File: src/rtl/race_physics_core.sv
// race_physics_core: one car's heading/speed/position integration, collision response and lap tracking.
// Define RPC_BOOST_EN to make colour 2 a boost surface; undefined, colour 2 is ordinary track.
module race_physics_core #(
  parameter int unsigned START_X      = 0,
  parameter int unsigned START_Y      = 120,
  parameter int unsigned CLK_FREQ     = 100_000_000,
  parameter int unsigned TICK_HZ      = 120,
  parameter int unsigned FRAC_BITS    = 10,
  parameter int unsigned MAX_FWD      = 12,
  parameter int unsigned MAX_REV      = 8,
  parameter int unsigned SLOW_FWD     = 6,
  parameter int unsigned SLOW_REV     = 4,
  parameter int unsigned MAP_W        = 640,
  parameter int unsigned MAP_H        = 480,
  parameter int unsigned WALL_MARGIN  = 6,
  parameter int unsigned COLLISION_R2 = 144,
  parameter int unsigned HIT_CD       = 30,
  parameter int unsigned WALL_CD      = 20,
  parameter int unsigned NUM_CKPT     = 4,
  parameter int unsigned NUM_LAPS     = 3
) (
  input  logic                          clk,
  input  logic                          rst,
  input  logic [2:0]                    state,
  input  logic [1:0]                    h_code,
  input  logic [1:0]                    v_code,
  input  logic [1:0]                    color,
  input  logic [40*NUM_CKPT-1:0]        ckpt_box,
  input  logic [9:0]                    other_f_x,
  input  logic [9:0]                    other_f_y,
  input  logic [9:0]                    other_r_x,
  input  logic [9:0]                    other_r_y,
  output logic [9:0]                    my_f_x,
  output logic [9:0]                    my_f_y,
  output logic [9:0]                    my_r_x,
  output logic [9:0]                    my_r_y,
  output logic [9:0]                    pos_x,
  output logic [9:0]                    pos_y,
  output logic [3:0]                    angle_idx,
  output logic signed [9:0]             speed_out,
  output logic [$clog2(NUM_CKPT):0]     ckpt_idx,
  output logic [$clog2(NUM_LAPS):0]     lap,
  output logic                          finish,
  output logic                          tick
);
  localparam int unsigned AW     = 10 + FRAC_BITS;
  localparam int unsigned TERM   = CLK_FREQ / TICK_HZ;
  localparam int unsigned CW     = (TERM < 2) ? 1 : $clog2(TERM + 1);
  localparam int unsigned CKW    = $clog2(NUM_CKPT) + 1;
  localparam int unsigned LPW    = $clog2(NUM_LAPS) + 1;
  localparam int unsigned CD_MAX = (HIT_CD > WALL_CD) ? HIT_CD : WALL_CD;
  localparam int unsigned CDW    = $clog2(CD_MAX + 1);
  localparam logic [2:0]  ST_IDLE   = 3'd0;
  localparam logic [2:0]  ST_RACING = 3'd4;
  localparam logic signed [9:0] FWD_LIM  = 10'(MAX_FWD);
  localparam logic signed [9:0] REV_LIM  = -(10'(MAX_REV));
  localparam logic signed [9:0] SLOW_HI  = 10'(SLOW_FWD);
  localparam logic signed [9:0] SLOW_LO  = -(10'(SLOW_REV));
`ifdef RPC_BOOST_EN
  localparam logic signed [9:0] BOOST_LIM = 10'(MAX_FWD + 4);
`endif

  logic [CW-1:0]       tick_cnt_q, tick_cnt_d;
  logic                tick_q, tick_d;
  logic [AW-1:0]       accum_x_q, accum_x_d, accum_y_q, accum_y_d;
  logic [9:0]          pos_x_q, pos_x_d, pos_y_q, pos_y_d;
  logic signed [9:0]   speed_q, speed_d, speed_out_q, speed_out_d;
  logic [5:0]          angle_q, angle_d;
  logic [3:0]          angle_idx_q, angle_idx_d;
  logic [1:0]          turn_delay_q, turn_delay_d;
  logic [2:0]          speed_delay_q, speed_delay_d;
  logic [CDW-1:0]      cooldown_q, cooldown_d;
  logic [CKW-1:0]      ckpt_q, ckpt_d;
  logic [LPW-1:0]      lap_q, lap_d;
  logic                finish_q, finish_d;
  logic [3:0]          hit_q, hit_d;
  logic [9:0]          f_x_q, f_x_d, f_y_q, f_y_d, r_x_q, r_x_d, r_y_q, r_y_d;

  logic signed [9:0]   dir_x_c, dir_y_c, target_c, lim_fwd_c;
  logic signed [19:0]  mul_x_c, mul_y_c;
  logic [39:0]         box_c;
  logic                accel_now_c, upd_c, wall_f_c, wall_r_c, inside_c;

  function automatic logic [9:0] round_pos(input logic [AW-1:0] a);
    return a[AW-1:FRAC_BITS] + 10'(a[FRAC_BITS-1]);
  endfunction

  function automatic logic signed [9:0] step_toward(input logic signed [9:0] s,
                                                    input logic signed [9:0] lim);
    if (s < lim) return s + 10'sd1;
    if (s > lim) return s - 10'sd1;
    return s;
  endfunction

  // Squared-distance proximity test between two centres.
  function automatic logic near(input logic [9:0] ax, input logic [9:0] ay,
                                input logic [9:0] bx, input logic [9:0] by);
    logic signed [10:0] dx, dy;
    logic [10:0]        mx, my;
    logic [21:0]        sum;
    dx  = $signed({1'b0, ax}) - $signed({1'b0, bx});
    dy  = $signed({1'b0, ay}) - $signed({1'b0, by});
    mx  = dx[10] ? 11'(-dx) : 11'(dx);
    my  = dy[10] ? 11'(-dy) : 11'(dy);
    sum = 22'(mx) * 22'(mx) + 22'(my) * 22'(my);
    return sum < 22'(COLLISION_R2);
  endfunction

  // Heading unit vector, magnitude 256, screen y grows downward.
  always_comb begin
    dir_x_c = 10'sd0;
    dir_y_c = 10'sd0;
    case (angle_q[5:2])
      4'd0:  begin dir_x_c =  10'sd0;   dir_y_c = -10'sd256; end
      4'd1:  begin dir_x_c =  10'sd100; dir_y_c = -10'sd236; end
      4'd2:  begin dir_x_c =  10'sd181; dir_y_c = -10'sd181; end
      4'd3:  begin dir_x_c =  10'sd236; dir_y_c = -10'sd100; end
      4'd4:  begin dir_x_c =  10'sd256; dir_y_c =  10'sd0;   end
      4'd5:  begin dir_x_c =  10'sd236; dir_y_c =  10'sd100; end
      4'd6:  begin dir_x_c =  10'sd181; dir_y_c =  10'sd181; end
      4'd7:  begin dir_x_c =  10'sd100; dir_y_c =  10'sd236; end
      4'd8:  begin dir_x_c =  10'sd0;   dir_y_c =  10'sd256; end
      4'd9:  begin dir_x_c = -10'sd100; dir_y_c =  10'sd236; end
      4'd10: begin dir_x_c = -10'sd181; dir_y_c =  10'sd181; end
      4'd11: begin dir_x_c = -10'sd236; dir_y_c =  10'sd100; end
      4'd12: begin dir_x_c = -10'sd256; dir_y_c =  10'sd0;   end
      4'd13: begin dir_x_c = -10'sd236; dir_y_c = -10'sd100; end
      4'd14: begin dir_x_c = -10'sd181; dir_y_c = -10'sd181; end
      default: begin dir_x_c = -10'sd100; dir_y_c = -10'sd236; end
    endcase
  end

  // Target speed from throttle, surface and acceleration pacing.
  always_comb begin
    lim_fwd_c   = FWD_LIM;
    accel_now_c = (speed_delay_q == 3'd0);
`ifdef RPC_BOOST_EN
    if (color == 2'd2) begin
      lim_fwd_c = BOOST_LIM;
      if (v_code == 2'd1) accel_now_c = 1'b1;
    end
`endif
    target_c = speed_q;
    if (accel_now_c) begin
      if (v_code == 2'd1)      target_c = step_toward(speed_q, lim_fwd_c);
      else if (v_code == 2'd2) target_c = step_toward(speed_q, REV_LIM);
      else                     target_c = step_toward(speed_q, 10'sd0);
    end
    if (color == 2'd3) begin
      if (target_c > SLOW_HI) target_c = SLOW_HI;
      if (target_c < SLOW_LO) target_c = SLOW_LO;
    end
  end

  always_comb begin
    box_c = '0;
    for (int unsigned k = 0; k < NUM_CKPT; k++) begin
      if (ckpt_q == CKW'(k)) box_c = ckpt_box[40*k +: 40];
    end
  end

  assign mul_x_c  = 20'(speed_q) * 20'(dir_x_c);
  assign mul_y_c  = 20'(speed_q) * 20'(dir_y_c);
  assign upd_c    = tick_q && (state == ST_RACING) && !finish_q;
  assign wall_f_c = (f_x_q < 10'(WALL_MARGIN)) || (f_x_q > 10'(MAP_W - WALL_MARGIN)) ||
                    (f_y_q < 10'(WALL_MARGIN)) || (f_y_q > 10'(MAP_H - WALL_MARGIN));
  assign wall_r_c = (r_x_q < 10'(WALL_MARGIN)) || (r_x_q > 10'(MAP_W - WALL_MARGIN)) ||
                    (r_y_q < 10'(WALL_MARGIN)) || (r_y_q > 10'(MAP_H - WALL_MARGIN));
  assign inside_c = (f_x_q > box_c[39:30]) && (f_x_q < box_c[29:20]) &&
                    (f_y_q > box_c[19:10]) && (f_y_q < box_c[9:0]);

  // Next-state: tick counter, steering, motion priority, checkpoints, IDLE init.
  always_comb begin
    tick_cnt_d    = (tick_cnt_q == CW'(TERM)) ? '0 : tick_cnt_q + CW'(1);
    tick_d        = (tick_cnt_q == CW'(TERM));
    accum_x_d     = accum_x_q;
    accum_y_d     = accum_y_q;
    speed_d       = speed_q;
    speed_out_d   = speed_q;
    angle_d       = angle_q;
    angle_idx_d   = angle_idx_q;
    turn_delay_d  = turn_delay_q;
    speed_delay_d = speed_delay_q;
    cooldown_d    = cooldown_q;
    ckpt_d        = ckpt_q;
    lap_d         = lap_q;
    finish_d      = finish_q;
    hit_d         = hit_q;

    if (upd_c) begin
      angle_idx_d = angle_q[5:2];
      if (h_code == 2'd1 || h_code == 2'd2) begin
        if (turn_delay_q == 2'd0) begin
          angle_d      = (h_code == 2'd1) ? angle_q - 6'd1 : angle_q + 6'd1;
          turn_delay_d = 2'd2;
        end else begin
          turn_delay_d = turn_delay_q - 2'd1;
        end
      end else begin
        turn_delay_d = 2'd0;
      end

      hit_d = {near(f_x_q, f_y_q, other_f_x, other_f_y), near(f_x_q, f_y_q, other_r_x, other_r_y),
               near(r_x_q, r_y_q, other_f_x, other_f_y), near(r_x_q, r_y_q, other_r_x, other_r_y)};

      if (cooldown_q != '0 || !((|hit_q) || wall_f_c || wall_r_c)) begin
        if (cooldown_q != '0) cooldown_d = cooldown_q - CDW'(1);
        accum_x_d     = accum_x_q + AW'(mul_x_c >>> 2);
        accum_y_d     = accum_y_q + AW'(mul_y_c >>> 2);
        speed_d       = target_c;
        speed_delay_d = speed_delay_q + 3'd1;
      end else if (|hit_q) begin
        cooldown_d    = CDW'(HIT_CD);
        speed_delay_d = 3'd0;
        if (hit_q[1] || hit_q[0]) speed_d = (speed_q > 10'sd0) ? speed_q + 10'sd4 : 10'sd4;
        else                      speed_d = (speed_q >= 10'sd0) ? -10'sd4 : speed_q - 10'sd4;
      end else if (wall_f_c) begin
        speed_d    = -10'sd3;
        cooldown_d = CDW'(WALL_CD);
      end else begin
        speed_d    = 10'sd3;
        cooldown_d = CDW'(WALL_CD);
      end
    end

    if (state == ST_RACING && !finish_q && inside_c) begin
      if (ckpt_q == CKW'(NUM_CKPT - 1)) begin
        ckpt_d = '0;
        lap_d  = lap_q + LPW'(1);
        if (lap_q == LPW'(NUM_LAPS - 1)) finish_d = 1'b1;
      end else begin
        ckpt_d = ckpt_q + CKW'(1);
      end
    end

    if (state == ST_IDLE) begin
      accum_x_d     = AW'(START_X << FRAC_BITS);
      accum_y_d     = AW'(START_Y << FRAC_BITS);
      speed_d       = 10'sd0;
      angle_d       = 6'd0;
      angle_idx_d   = 4'd0;
      turn_delay_d  = 2'd0;
      speed_delay_d = 3'd0;
      cooldown_d    = '0;
      ckpt_d        = '0;
      lap_d         = '0;
      finish_d      = 1'b0;
      hit_d         = 4'd0;
    end

    pos_x_d = round_pos(accum_x_d);
    pos_y_d = round_pos(accum_y_d);
    f_x_d   = pos_x_q + 10'(dir_x_c >>> 6);
    f_y_d   = pos_y_q + 10'(dir_y_c >>> 6);
    r_x_d   = pos_x_q - 10'(dir_x_c >>> 6);
    r_y_d   = pos_y_q - 10'(dir_y_c >>> 6);
  end

  always_ff @(posedge clk) begin
    if (rst) begin
      tick_cnt_q    <= '0;
      tick_q        <= 1'b0;
      accum_x_q     <= AW'(START_X << FRAC_BITS);
      accum_y_q     <= AW'(START_Y << FRAC_BITS);
      pos_x_q       <= 10'(START_X);
      pos_y_q       <= 10'(START_Y);
      speed_q       <= 10'sd0;
      speed_out_q   <= 10'sd0;
      angle_q       <= 6'd0;
      angle_idx_q   <= 4'd0;
      turn_delay_q  <= 2'd0;
      speed_delay_q <= 3'd0;
      cooldown_q    <= '0;
      ckpt_q        <= '0;
      lap_q         <= '0;
      finish_q      <= 1'b0;
      hit_q         <= 4'd0;
      f_x_q         <= 10'd0;
      f_y_q         <= 10'd0;
      r_x_q         <= 10'd0;
      r_y_q         <= 10'd0;
    end else begin
      tick_cnt_q    <= tick_cnt_d;
      tick_q        <= tick_d;
      accum_x_q     <= accum_x_d;
      accum_y_q     <= accum_y_d;
      pos_x_q       <= pos_x_d;
      pos_y_q       <= pos_y_d;
      speed_q       <= speed_d;
      speed_out_q   <= speed_out_d;
      angle_q       <= angle_d;
      angle_idx_q   <= angle_idx_d;
      turn_delay_q  <= turn_delay_d;
      speed_delay_q <= speed_delay_d;
      cooldown_q    <= cooldown_d;
      ckpt_q        <= ckpt_d;
      lap_q         <= lap_d;
      finish_q      <= finish_d;
      hit_q         <= hit_d;
      f_x_q         <= f_x_d;
      f_y_q         <= f_y_d;
      r_x_q         <= r_x_d;
      r_y_q         <= r_y_d;
    end
  end

  assign my_f_x    = f_x_q;
  assign my_f_y    = f_y_q;
  assign my_r_x    = r_x_q;
  assign my_r_y    = r_y_q;
  assign pos_x     = pos_x_q;
  assign pos_y     = pos_y_q;
  assign angle_idx = angle_idx_q;
  assign speed_out = speed_out_q;
  assign ckpt_idx  = ckpt_q;
  assign lap       = lap_q;
  assign finish    = finish_q;
  assign tick      = tick_q;
endmodule

File: config.mk
export PLATFORM = sky130hd
export DESIGN_NAME = race_physics_core
export DESIGN_NICKNAME = d
export VERILOG_FILES = /design/src/rtl/race_physics_core.sv
export SDC_FILE = /design/constraint.sdc
export NUM_CORES = 2
export LEC_CHECK = 0
export BUFFER_PORTS_ARGS = -buffer_cell sky130_fd_sc_hd__buf_2
export CORE_ASPECT_RATIO = 0.9
export CORE_MARGIN = 3
export CORE_UTILIZATION = 29
export CTS_CLUSTER_DIAMETER = 200
export DETAILED_ROUTE_END_ITERATION = 7
export PLACE_DENSITY_LB_ADDON = 0.15
export SLEW_MARGIN = 20
export SYNTH_ARGS = -nofsm -noshare
export SYNTH_HDL_FRONTEND = slang
export SYNTH_SLANG_ARGS = --single-unit
File: constraint.sdc
create_clock -name clk -period 10.7 [get_ports clk]
set_clock_uncertainty 0.2 [all_clocks]
set_input_delay 0.535 -clock clk [delete_from_list [all_inputs] [get_ports clk]]
set_output_delay 0.535 -clock clk [all_outputs]
set_load 0.01 [all_outputs]
Yosys cells after proc, flatten, opt, wreduce, memory -nomap -nowiden. Memories as Yosys holds them, arrays and structs flattened. A register that Yosys moved wholly into a read port is not among the register bits. Index checks and enable logic that the tools add are counted. W data, S select, Z words.

Register bits after elaboration: 172. Memories kept: 1. Memory bits (read-only): 320.

$lt $le $gt $ge: 25. Equality and inequality tests: 12. Reduce and logical (&&, ||, !) cells: 35. Multipliers: 10. Add/sub/neg operators: 40. Mux-type cells: 79.

Memory list: (no name shown) (depth 16, width 20, rd ports 1, clocked after Yosys merged registers in 1, write ports 0, RTL line 113) `case (angle_q[5:2])`.

Operators by type and width (count): $mux W10 (25); $mul A11 B11 Y22 (8); $mux W40 (4); $mux W20 (6); $add A22 B22 Y22 (4); $lt A22 B8 Y1 const B (4); $mux W11 (8); $neg A11 Y11 (8); $sub A10 B10 Y11 (8); $lt A10 B3 Y1 const B (5); $add A20 B20 Y20 (2); $mul A10 B10 Y20 (2); $mux W1 (25); $add A10 B1 Y10 (2); $add A10 B10 Y10 (2); $add A20 B1 Y20 const B (1); $eq A20 B20 Y1 const B (1); $gt A10 B10 Y1 (2); $gt A10 B10 Y1 const B (2); $gt A10 B4 Y1 const B (2); $gt A10 B9 Y1 const B (2); $lt A10 B10 Y1 (2); $sub A10 B10 Y10 (2); $mux W4 (3); other kinds (36) (71).

Logic depth before layout (Yosys ltp).
Depth after elaboration: 21. Mapped depth: 40.

Worst setup path after synthesis. OpenSTA, ideal clock, no wires.

Path kind: input to register. From: input port other_f_y[0]. To: register hit_q[1]. Arrival: 9357 ps. Setup time: 69 ps. Required time: 10431 ps. Path slack: 1074 ps. Buffers on the path: 1. Cell stages on the path: 38. Path through: ha_1 -> inv_1 -> fa_1 -> a21o_1 -> a21oi_1 -> a2bb2oi_1 -> a21oi_1 -> xor2_1 -> o21bai_1 -> nor2_1 -> nor2_1 -> xnor2_1 -> nand2b_1 -> inv_1 -> fa_1 -> fa_1 -> inv_1 -> fa_1 -> [2 not listed] -> fa_1 -> fa_1 -> inv_1 -> fa_1 -> inv_1 -> ha_1 -> clkbuf_1 -> a21o_1 -> a21o_1 -> nor2_1 -> nand3_1 -> and3_1 -> o21ai_0 -> nor2b_1 -> xnor3_1 -> xnor2_1 -> or4_1 -> o21ai_1.

Word-level cells in the longest chain between the ends: 6.

Ends and longest elaborated chain: start, declared (RTL line 30) `input logic [9:0] other_f_y,`; $sub A10 B10 Y11 (*) (RTL line 102) `dy = $signed({1'b0, ay}) - $signed({1'b0, by});`; $neg A11 Y11 (RTL line 104) `my = dy[10] ? 11'(-dy) : 11'(dy);`; $mux W11 (*) (RTL line 104); $mul A11 B11 Y22 (*) (RTL line 105) `sum = 22'(mx) * 22'(mx) + 22'(my) * 22'(my);`; $add A22 B22 Y22 (*) (RTL line 105); $lt A22 B8 Y1 (*) (RTL line 106) `return sum < 22'(COLLISION_R2);`; end signal, assigned (RTL line 299) `hit_q <= hit_d;`; end, declared (RTL line 76) `logic [3:0] hit_q, hit_d;`.

Mark *: on every way between the ends. The rest lies on a longest branch, timed or not. A chain may end at the register's enable or synchronous reset.

==> results.py <==
metrics = {
    "sta": {
        "finalSetupViolations": 0,
        "post-route-period-util_pct": 95.4,
        "tightestPinTransition_ps": 1060,
        "tns_ps": 0,
        "max_slew_margin_pct": 28.7,
        "period_needed_ps": 10210,
        "hold_viol": 0,
        "drv_slew": 0,
        "fmax_mhz": 97.9,
    },
    "grt": {
        "grt_start_max_net_pins": 56,
        "grt_usage_pct": 18.9,
        "antenna_found_initial": 9,
        "grt_pass1_vias": 44800,
        "overflow": 0,
        "grt_pass1_wl_um": 273000,
    },
    "clock_tree": {
        "cts_buffers": 17,
        "insertion_delay_ps": 510,
        "cts_tree": "yes",
        "cts.sinks": 189,
        "cts_root_buf": "clkbuf_16",
        "htree_levels": 4,
        "ctsHoldBuffers": 0,
        "cts_resized": 0,
        "cts_setup_buffers": 0,
        "cts_max_path_buffers": 2,
        "path_clk_slew_ps": 100,
    },
    "worst_setup_path": {
        "worstPathMaxFanout": 10,
        "startpoint_type": "flip-flop",
        "cp-end-kind": "flip-flop",
        "max_stage_delay_ps": 570,
        "cp.required_ps": 10930,
        "r2r-start": "my_f_x[0]",
        "path_depth": 37,
        "critPathBufInv": 8,
        "reg2reg_to": "hit_q[1]",
        "path_delay_family": "adder cells",
        "critical-path-slowest-cell": "fa_1",
        "r2r_cells": 37,
        "path_class": "reg2reg",
        "arrival_ps": 10440,
        "ff2ff_setup_slack_ps": 490,
        "crit_top_cell": "fa_1",
    },
    "finish": {
        "final_common_cell": "inv_1",
        "final_layout_size_suffix_gt1_share_pct": 8.64,
        "finalNetCount": 8439,
        "syn2layout_area_growth_pct": 11.0,
        "layout_common_cells": "inv_1 (1366), fa_1 (849), ha_1 (679)",
        "final_area_mm2": 0.0591,
        "instances_no_fill": 9122,
    },
    "logic_synthesis": {
        "ys.warnings.count": 0,
        "async_flop_share_pct": 0,
        "synth_edf_count": 0,
        "synthCells": 6353,
        "ys_seq_area_share_pct": 7.10,
        "syn_area_mm2": 0.0533,
        "synth.distinct_cells": 96,
        "yosys_most_used_dff": "dfxtp_1",
        "ys_ff_latch": 189,
        "syn_area_per_cell_um2": 8.38,
    },
    "placed_design": {
        "place_inst": 9079,
        "gp_congestion": 0.893,
        "dp_hpwl_um": 154000,
        "placed_area_mm2": 0.0584,
        "io_buffers": 292,
    },
    "drt": {
        "viasPerCell": 4.74,
        "drt_pass1_iterations": 7,
        "drt_iter0_markers": 2344,
        "vias": 43200,
        "route.detailed.drc": 0,
        "drt_wl_total_um": 177000,
        "antenna_left": 0,
        "detail_route.wl_per_cell_um": 19.4,
    },
    "floorplan": {
        "ios": 293,
        "initial_core_util_pct": 29.3,
        "dieHeight_um": 413,
        "coreArea_mm2": 0.182,
        "die_width_um": 458,
        "rows": 148,
        "die-area_mm2": 0.189,
    },
    "hold_path": {
        "hp-class": "reg2reg",
        "min-delay-start": "turn_delay_q[0]",
        "hold_depth": 2,
        "holdPathEnd": "turn_delay_q[0]",
    },
    "run": {
        "drv_cap": 0,
    },
    "status": {
        "status": "complete, no violations",
    },
}
==> layer usage <==
layer	up-vias	wire length [um]	GRT usage, %
met3	151	5320	1.27
met5	-	14	0
met1	21300	81500	25.7
met2	778	82800	31.6
li1	21000	-	-
met4	4	7130	6.46
==> worst max path at each step <==
stage | startpoint | end | slack, ps
floorplan | other_f_y[0] | hit_q[1] | 1070
global placement | other_r_x[0] | hit_q[0] | 20
detailed placement | other_r_x[0] | hit_q[0] | -20
CTS | my_f_x[0] | hit_q[0] | 20
global route | my_f_x[0] | hit_q[0] | -8
finish | my_f_x[0] | hit_q[1] | 490
==> flip-flops by register name, indices dropped and copies added (netlist names) <==
register and cells:
my_r_y 9, lap 3, dir_y_c 10, speed_out_d 10, pos_y 10, speed_out 10, my_f_x 10, angle_idx 4
speed_delay_q 3, turn_delay_q 2, ckpt_idx 3, tick_cnt_q 20, finish 1, my_f_y 10, pos_x 10, cooldown_q 5
hit_q 4, tick 1, dir_x_c 9, accum_x_q 20, accum_y_q 20, my_r_x 9, angle_q 6
==> metrics by stage <==
stage	util [%]	hold slack [ps]	setup WS [ps]
after floorplan	-	226	1070
after global placement	32.2	242	22.7
after detailed placement	32.2	249	-18.0
after CTS	32.5	229	20.7
after global routing	32.5	261	-8.45
final	32.5	261	487
==> worst register-to-register path, delay by kind of cell (launching register included) <==
family	cells	cell delay (ps)
xor gates and xnor gates	3	380
DFF	1	320
buffers and inverters	8	780
AOI/OAI and AO/OA	7	1700
and+or+nand+nor	9	2160
adders and majority gates	10	4600
==> synthesized netlist by cell type, types with 27 or more instances <==
cell      count  area [um^2]
a211oi_1     38          285
a21o_1       66          495
a21oi_1     323         1620
a221oi_1     47          412
a31oi_1      27          169
and2_1       84          526
and3_1       37          231
clkbuf_1    133          499
dfxtp_1     189         3780
fa_1        849        17000
ha_1        681         8520
inv_1      1367         5130
mux2i_1      34          340
nand2_1     415         1560
nand2b_1    104          651
nand3_1      87          435
nor2_1      594         2230
nor2b_1      61          382
nor3_1      126          631
nor4_1       29          181
o211ai_1     29          218
o21a_1       57          428
o21ai_0     159          796
o21bai_1     37          278
or2_2        55          344
or3_1        28          175
xnor2_1     230         2010
xor2_1      110          963
==> layout make-up <==
| cell class | instances | area (um^2) |
|---|---|---|
| clock buffers | 18 | 429 |
| clock inverters | 14 | 144 |
| fillers | 19400 | 123000 |
| well taps | 2400 | 3000 |
| flip-flops and latches | 189 | 3780 |
| repair buffers | 428 | 2480 |
| multi-input cells | 4691 | 44100 |
| diodes | 11 | 27.5 |
| inverters | 1371 | 5150 |
==> cells by family after synthesis <==
kind of cell,synth area share (%)
and+or+nand+nor,15.6
muxes,0.773
xor gates and xnor gates,5.72
buffers and inverters,10.8
DFF,7.10
adders and majority gates,47.9
AOI/OAI and AO/OA,12.1
other,0.0141
Power is left out: the tool's default activity adds up to more than one toggle a clock period on the data nets, which glitch-free logic cannot reach.
